--- src/rtl/sde_trigger_pkg.sv ---
// Shared defaults for the SDE trigger deconvolution datapath: widths and
// the coefficient values the block wakes up with.
package sde_trigger_pkg;

    localparam int DEF_N_CHAN   = 3;
    localparam int DEF_ADC_W    = 12;
    localparam int DEF_BL_EXTRA = 3;
    localparam int DEF_FD_W     = 6;
    localparam int DEF_FN_W     = 6;
    localparam int DEF_FN_FRAC  = 4;
    localparam int DEF_CNT_W    = 16;

    // Reset coefficients: no decay and unity normaliser.
    localparam int FD_RST_VAL = 0;

    function automatic int fn_unity(input int frac);
        return 1 << frac;
    endfunction

endpackage

--- src/rtl/deconvolve_chan.sv ---
// One deconvolution channel: baseline floor, decay removal, clamp,
// normalise with half-up rounding, saturate; raw bypass rides alongside.
module deconvolve_chan
    import sde_trigger_pkg::*;
#(
    parameter int ADC_W    = DEF_ADC_W,
    parameter int BL_EXTRA = DEF_BL_EXTRA,
    parameter int FD_W     = DEF_FD_W,
    parameter int FN_W     = DEF_FN_W,
    parameter int FN_FRAC  = DEF_FN_FRAC,
    parameter int CNT_W    = DEF_CNT_W
) (
    input  logic                      CLK,
    input  logic                      RST,
    input  logic                      EN,
    input  logic [ADC_W-1:0]          adc_in,
    input  logic [ADC_W+BL_EXTRA-1:0] baseline,
    input  logic                      bypass,
    input  logic [FD_W-1:0]           fd,
    input  logic [FN_W-1:0]           fn,
    input  logic                      sat_clr,
    output logic [ADC_W-1:0]          adc_out,
    output logic [CNT_W-1:0]          sat_cnt
);

    localparam int B_W = ADC_W + FD_W + 1;
    localparam int C_W = ADC_W + FD_W;
    localparam int D_W = C_W + FN_W + 1;
    localparam int SH  = FD_W + FN_FRAC;
    localparam logic [D_W-1:0]   HALF    = D_W'(1) << (SH - 1);
    localparam logic [CNT_W-1:0] CNT_MAX = '1;

    logic [ADC_W-1:0]           bl_int, lvl, l_cur, l_prev, res;
    logic [C_W-1:0]             l_sh, fd_prod, c_next, c_q;
    logic signed [B_W-1:0]      b_next, b_q;
    logic [D_W-1:0]             d_next, d_q;
    logic                       sat;
    logic [3:0][ADC_W-1:0]      raw_q;
    logic [3:0]                 byp_q;
    logic                       bl_frac_unused;

    assign bl_int         = baseline[ADC_W+BL_EXTRA-1:BL_EXTRA];
    assign bl_frac_unused = ^baseline[BL_EXTRA-1:0];
    assign lvl            = (adc_in > bl_int) ? adc_in : bl_int;

    assign l_sh    = {l_cur, {FD_W{1'b0}}};
    assign fd_prod = C_W'(fd) * C_W'(l_prev);
    assign b_next  = $signed({1'b0, l_sh}) - $signed({1'b0, fd_prod});
    assign c_next  = b_q[B_W-1] ? '0 : b_q[C_W-1:0];
    assign d_next  = D_W'(c_q) * D_W'(fn) + HALF;

    // Anything above the output field means the result cannot be represented.
    assign sat = |d_q[D_W-1:SH+ADC_W];
    assign res = byp_q[3] ? raw_q[3] : (sat ? '1 : d_q[SH+ADC_W-1:SH]);

    always_ff @(posedge CLK or posedge RST) begin
        if (RST) begin
            l_cur   <= '0;
            l_prev  <= '0;
            b_q     <= '0;
            c_q     <= '0;
            d_q     <= '0;
            adc_out <= '0;
            raw_q   <= '0;
            byp_q   <= '0;
        end else if (EN) begin
            l_cur   <= lvl;
            l_prev  <= l_cur;
            b_q     <= b_next;
            c_q     <= c_next;
            d_q     <= d_next;
            adc_out <= res;
            raw_q   <= {raw_q[2:0], adc_in};
            byp_q   <= {byp_q[2:0], bypass};
        end
    end

    always_ff @(posedge CLK or posedge RST) begin
        if (RST) begin
            sat_cnt <= '0;
        end else if (EN && sat && !byp_q[3]) begin
            if (sat_clr) begin
                sat_cnt <= CNT_W'(1);
            end else if (sat_cnt != CNT_MAX) begin
                sat_cnt <= sat_cnt + CNT_W'(1);
            end
        end else if (sat_clr) begin
            sat_cnt <= '0;
        end
    end

endmodule

--- src/rtl/deconvolve_multi.sv ---
// Multi-channel deconvolver: shared coefficient staging/commit, priming
// and OUT_VALID, around N_CHAN independent channel datapaths.
module deconvolve_multi
    import sde_trigger_pkg::*;
#(
    parameter int N_CHAN   = DEF_N_CHAN,
    parameter int ADC_W    = DEF_ADC_W,
    parameter int BL_EXTRA = DEF_BL_EXTRA,
    parameter int FD_W     = DEF_FD_W,
    parameter int FN_W     = DEF_FN_W,
    parameter int FN_FRAC  = DEF_FN_FRAC,
    parameter int CNT_W    = DEF_CNT_W
) (
    input  logic                               CLK,
    input  logic                               RST,
    input  logic                               EN,
    input  logic [N_CHAN*ADC_W-1:0]            ADC_IN,
    input  logic [N_CHAN*(ADC_W+BL_EXTRA)-1:0] BASELINE,
    input  logic [FD_W-1:0]                    FD_IN,
    input  logic [FN_W-1:0]                    FN_IN,
    input  logic                               COEF_LOAD,
    input  logic [N_CHAN-1:0]                  BYPASS,
    input  logic                               SAT_CLR,
    output logic [N_CHAN*ADC_W-1:0]            ADC_OUT,
    output logic                               OUT_VALID,
    output logic [N_CHAN*CNT_W-1:0]            SAT_CNT
);

    localparam int BL_W = ADC_W + BL_EXTRA;
    localparam logic [FD_W-1:0] FD_RST     = FD_W'(FD_RST_VAL);
    localparam logic [FN_W-1:0] FN_RST     = FN_W'(fn_unity(FN_FRAC));
    localparam logic [2:0]      PRIME_DONE = 3'd4;

    logic [FD_W-1:0] shd_fd, act_fd, use_fd;
    logic [FN_W-1:0] shd_fn, act_fn, use_fn;
    logic            pending, commit;
    logic [2:0]      prime_cnt;

    // The committing strobe already computes with the new set, so a load
    // that coincides with a strobe takes effect exactly one strobe later.
    assign commit = EN && pending;
    assign use_fd = commit ? shd_fd : act_fd;
    assign use_fn = commit ? shd_fn : act_fn;

    always_ff @(posedge CLK or posedge RST) begin
        if (RST) begin
            shd_fd    <= FD_RST;
            act_fd    <= FD_RST;
            shd_fn    <= FN_RST;
            act_fn    <= FN_RST;
            pending   <= 1'b0;
            prime_cnt <= '0;
            OUT_VALID <= 1'b0;
        end else begin
            if (COEF_LOAD) begin
                shd_fd <= FD_IN;
                shd_fn <= FN_IN;
            end
            if (commit) begin
                act_fd <= shd_fd;
                act_fn <= shd_fn;
            end
            if (COEF_LOAD) begin
                pending <= 1'b1;
            end else if (EN) begin
                pending <= 1'b0;
            end
            if (EN && prime_cnt != PRIME_DONE) begin
                prime_cnt <= prime_cnt + 3'd1;
            end
            OUT_VALID <= EN && (prime_cnt == PRIME_DONE);
        end
    end

    for (genvar c = 0; c < N_CHAN; c++) begin : g_chan
        deconvolve_chan #(
            .ADC_W    (ADC_W),
            .BL_EXTRA (BL_EXTRA),
            .FD_W     (FD_W),
            .FN_W     (FN_W),
            .FN_FRAC  (FN_FRAC),
            .CNT_W    (CNT_W)
        ) u_chan (
            .CLK      (CLK),
            .RST      (RST),
            .EN       (EN),
            .adc_in   (ADC_IN[c*ADC_W +: ADC_W]),
            .baseline (BASELINE[c*BL_W +: BL_W]),
            .bypass   (BYPASS[c]),
            .fd       (use_fd),
            .fn       (use_fn),
            .sat_clr  (SAT_CLR),
            .adc_out  (ADC_OUT[c*ADC_W +: ADC_W]),
            .sat_cnt  (SAT_CNT[c*CNT_W +: CNT_W])
        );
    end

endmodule

--- config.mk ---
export PLATFORM = sky130hd
export DESIGN_NAME = deconvolve_multi
export DESIGN_NICKNAME = d
export VERILOG_FILES = /design/src/rtl/sde_trigger_pkg.sv /design/src/rtl/deconvolve_chan.sv /design/src/rtl/deconvolve_multi.sv
export SDC_FILE = /design/constraint.sdc
export NUM_CORES = 2
export LEC_CHECK = 0
export CAP_MARGIN = 10
export CORE_MARGIN = 3
export CORE_UTILIZATION = 39
export CTS_BUF_LIST = sky130_fd_sc_hd__clkbuf_4 sky130_fd_sc_hd__clkbuf_8 sky130_fd_sc_hd__clkbuf_16
export CTS_CLUSTER_SIZE = 28
export DETAILED_ROUTE_END_ITERATION = 6
export GPL_TIMING_DRIVEN = 0
export PLACE_DENSITY = 0.57
export RECOVER_POWER = 100
export SLEW_MARGIN = 20
export SYNTH_ARGS = -nofsm -noshare
export SYNTH_HDL_FRONTEND = slang
export SYNTH_SLANG_ARGS = --single-unit
--- constraint.sdc ---
create_clock -name CLK -period 15.1 [get_ports CLK]
set_clock_uncertainty 0.2 [all_clocks]
set_input_delay 1.51 -clock CLK [delete_from_list [all_inputs] [get_ports CLK]]
set_output_delay 1.51 -clock CLK [all_outputs]
set_load 0.05 [all_outputs]
# Yosys cells after proc, flatten, opt, wreduce, memory -nomap -nowiden
# Cells that the tools add are included.
[word_totals]
out_inout_bits = 85
register_bits = 527
[classes]
n_reduce_logical = 25
magnitude_cmp = 3
n_eq_ne = 5
n_mul = 6
addsub = 10
n_mux = 26
[op_table]
columns = ["operator", "n"]
rows = [
  ["$mux 16", 10],
  ["$mux 12", 9],
  ["$add 24x10->25 const B", 3],
  ["$mul 18x6->24", 3],
  ["$sub 18x18->19", 3],
  ["$mul 6x12->18", 3],
  ["$mux 18", 3],
  ["$add 16x1->16 const B", 3],
  ["$ne 16x16->1 const B", 3],
  ["$gt 12x12->1", 3],
  ["$reduce_bool 2->1", 7],
  ["$mux 6", 2],
  ["$logic_and 1x1->1", 9],
  ["$reduce_or 3->1", 3],
  ["$reduce_and 2->1", 3],
  ["$add 3x1->3 const B", 1],
  ["$eq 3x3->1 const B", 1],
  ["$logic_not 1->1", 3],
  ["$ne 3x3->1 const B", 1],
  ["$mux 1", 2],
]

# Logic depth before layout (Yosys ltp)
[logic_depth]
word_depth = 5
mapped_depth = 23

# By module
# A second synthesis with hierarchy kept.
[unflattened]
hier_cells = 3576
hier_area_um2 = 38070.3
[by_module_without_submodules]
columns = ["module", "instances", "area_per_inst_um2", "cells_per_inst"]
rows = [
  ["deconvolve_chan (g_chan[0].u_chan)", 1, 12420.7, 1192],
  ["deconvolve_chan (g_chan[2].u_chan)", 1, 12354.3, 1171],
  ["deconvolve_chan (g_chan[1].u_chan)", 1, 12134.1, 1143],
  ["deconvolve_multi", 1, 1161.1, 70],
]

# Worst setup path before layout
# No wires, ideal clock.
[synth_timing]
path_kind = "input port to flip-flop"
from = "in EN"
to = "reg g_chan[0].u_chan.d_q[14]"
setup_time_ps = 125
stages = 22
n_path_buf = 3
path_slack_ps = 8035
required_ps = 14775
arrival_time_ps = 6740
path_cell_list = "buf_6 nand2_8 clkbuf_1 mux2i_1 inv_1 clkbuf_1 and2_1 fa_1 inv_1 fa_1 inv_1 fa_1 ha_1 ha_1 a2111oi_0 a21boi_0 o21bai_1 a21oi_1 o21ai_1 a21oi_1 xnor2_1 mux2_2"
[synth_via]
elab_chain_len = 4
[synth_rtl]
columns = ["element", "line", "text"]
rows = [
  ["start, declared", "deconvolve_multi.sv:16", "input logic EN,"],
  ["$logic_and 1x1->1", "deconvolve_multi.sv:41", "assign commit = EN && pending;"],
  ["$mux 6", "--", ""],
  ["$mul 18x6->24", "deconvolve_chan.sv:50", "assign d_next = D_W'(c_q) * D_W'(fn) + HALF;"],
  ["$add 24x10->25", "deconvolve_chan.sv:50", ""],
  ["end signal, assigned", "deconvolve_chan.sv:71", "d_q <= d_next;"],
  ["end, declared", "deconvolve_chan.sv:36", "logic [D_W-1:0] d_next, d_q;"],
]
# Several ways; a longest one is shown, not always the timed one.
# A chain may end at the register's enable or synchronous reset.

==> flow_summary.yaml <==
grt:
  grt.total_usage_pct: 20.2
  grt_pass1_wl_mm: 156
  antenna_found_initial: 1
  grt-ovfl-total: 0
  grt_max_degree: 35
  grt_pass1_vias: 26300
setup_path:
  crit_arrival_ps: 10890
  worstSetupEndpointType: "asynchronous set/reset pin"
  critPathLaunchType: "input pin"
  r2r_slack_ps: 6810
  worstSetupPathType: "in -> async"
  reg2reg_depth: 21
  regToRegStartpoint: "pending"
  worstPathRequired_ps: 15790
  r2r_end: "g_chan[1].u_chan.d_q[24]"
  cp_max_fo: 31
hold_path:
  whs_endpoint: "g_chan[2].u_chan.b_q[13]"
  min_path_type: "reg -> reg"
  whs_path_depth: 1
  hold_start: "g_chan[2].u_chan.b_q[13]"
logic_synthesis:
  yosysWarnings: 0
  synth_top_family_by_area: "adder cells"
  synthMuxAreaShare_pct: 9.82
  syn_avg_cell_area_um2: 10.5
  synth_cells: 3529
  synthTopCellsByArea: "dfrtp_1, fa_1, ha_1"
  synth_area_mm2: 0.0371
  synth-main-ff-cell: "dfrtp_1"
  syn-num-nets: 4274
  yosys.area_share.xor_xnor_pct: 2.45
  synth_largest_area_cell: "dfrtp_1"
  synth_edf_count: 0
  yosysSeqAreaShare_pct: 33.5
  synthArstFlopShare_pct: 100
  synth_compound_area_share_pct: 7.72
  synth_simple_gate_area_share_pct: 11.7
  yosysMostFrequentCell: "dfrtp_1"
  synth_common_cells: "dfrtp_1, inv_1, fa_1"
  synth_top_area_share_pct: 33.4
  synth_fa_ha_area_share_pct: 28.8
  ys_types: 74
  ys_seq_elements: 497
clock_network:
  clk_latency_ps: 660
  cts_hold_buf: 0
  ctsHtreeMaxLevel: 2
  path_clk_slew_ps: 60
  cts_max_path_buffers: 3
  postCtsSetupBuffers: 0
  cts_made_buffers: 56
  cts_resized: 0
  cts_sinks: 497
  cts_tree: "done"
  cts_root_buffer: "clkbuf_16"
outcome:
  violations: "max-capacitance violations, max-slew violations"
  status: "complete, but fails checks"
timing:
  tightest_slew_ps: 1810
  setup-violations-final: 0
  tns_ps: 0
  rsz0062_at_grt: "false"
  hold_violations: 0
  fmax_mhz: 98.0
  slew_headroom_pct: -20.4
  fin_crit_sh_pct: 67.5
  final-max-slew-violation-count: 275
  period_minus_slack_ps: 10200
cells_and_area:
  antenna_cells: 0
  area_delta_synth_final_pct: 14.5
  drive_above_1_share_pct: 10.3
  nets: 4526
drt:
  num_vias: 25900
  totalWireLength_mm: 98.3
  routed_via_density: 5.10
  drtPass1Iterations: 5
  drt_iter0_markers: 1713
  wl_per_cell_um: 19.4
  drt_drc_violations_left: 0
  drtAntennaViolNets: 0
die:
  num_io_pins: 186
  die_x_um: 314
  row_count: 112
  fp.dieH_um: 314
  dieArea_mm2: 0.0989
  core_area_mm2: 0.0939
  initial_utilization_pct: 39.5
place:
  post-dp-hpwl_mm: 77.6
  port_buffers: 175
  gp_congestion: 0.864
run:
  max_cap_viol_count: 9
[through the flow]
step | utilization, % | instances | hold slack [ps] | setup slack, ps | area, um^2
2_1_floorplan | - | 3529 | 247 | 6650 | 37100
3_3_place_gp | 43.1 | 4958 | 263 | 2810 | 40400
3_5_place_dp | 43.5 | 4977 | 269 | 6200 | 40800
4_1_cts | 45.7 | 5080 | 281 | 6930 | 42900
5_1_grt | 45.3 | 5080 | 301 | 3280 | 42500
6_report | 45.3 | 5080 | 279 | 4900 | 42500
[cells in the final DEF (no fill, tap or decap), drive strengths merged, types with 36 or more instances in the layout]
cell type,instances
ha,293
o21ai,93
fa,351
dfrtp,495
dlygate4sd3,88
o221ai,37
xnor2,63
xor2,41
and2,147
mux2i,50
a21oi,111
clkdlybuf4s50,87
mux2,278
inv,463
nor3,36
clkbuf,215
nor2,283
nand2,333
[metal layers]
layer | GRT usage (%) | part of all wire [%] | routed length [um]
met5 | 0 | 0 | 0
met4 | 4.97 | 2.5 | 2430
met3 | 2.62 | 4.3 | 4270
met2 | 32.1 | 46 | 44900
met1 | 29.4 | 48 | 46800
[how the worst max path moves through the flow]
| stage | from | to | depth (start not counted) |
|---|---|---|---|
| finish | RST | g_chan[2].u_chan.sat_cnt[7] | 11 |
| global route | RST | g_chan[2].u_chan.sat_cnt[0] | 11 |
| CTS | EN | g_chan[0].u_chan.d_q[14] | 22 |
| detailed placement | EN | g_chan[0].u_chan.d_q[14] | 22 |
| global placement | RST | g_chan[2].u_chan.sat_cnt[9] | 2 |
| floorplan | RST | OUT_VALID | 1 |
[flip-flops by register name, indices dropped and copies added (netlist names)]
name	flops
OUT_VALID	1
act_fd	6
act_fn	6
g_chan.u_chan.adc_out	36
g_chan.u_chan.b_q	57
g_chan.u_chan.byp_q	12
g_chan.u_chan.c_q	54
g_chan.u_chan.d_q	45
g_chan.u_chan.l_cur	36
g_chan.u_chan.l_prev	36
g_chan.u_chan.raw_q	144
g_chan.u_chan.sat_cnt	48
pending	1
prime_cnt	3
shd_fd	6
shd_fn	6
[cells by family (layout without fill, tap and decap cells)]
kind of cell,after synthesis,count (layout)
mux,328,328
compound gates,423,423
fa+ha+maj,644,644
buf+inv,592,889
flops,497,497
simple gates,941,941
xor+xnor,104,104
[cell type report]
type / count / area (um^2)
Tap cell: 1254 / 1570
Clock inverter: 27 / 398
Inverter: 460 / 1730
Buffer: 132 / 502
Timing Repair Buffer: 194 / 1900
Sequential cell: 497 / 12400
Multi-Input combinational cell: 2440 / 22300
Fill cell: 8921 / 51400
Clock buffer: 76 / 1630
[critical path: stages]
cell and delay (ps):
dlygate4sd3_1 550, clkinvlp_2 400, clkbuf_1 860, clkbuf_1 1100
clkbuf_1 1180, clkbuf_1 1130, clkbuf_1 1040, clkbuf_1 1120
clkbuf_1 1380, buf_12 320, buf_16 200
Power is not shown: default switching activity piles up to over one toggle a cycle in this logic, so the estimate is an artifact.
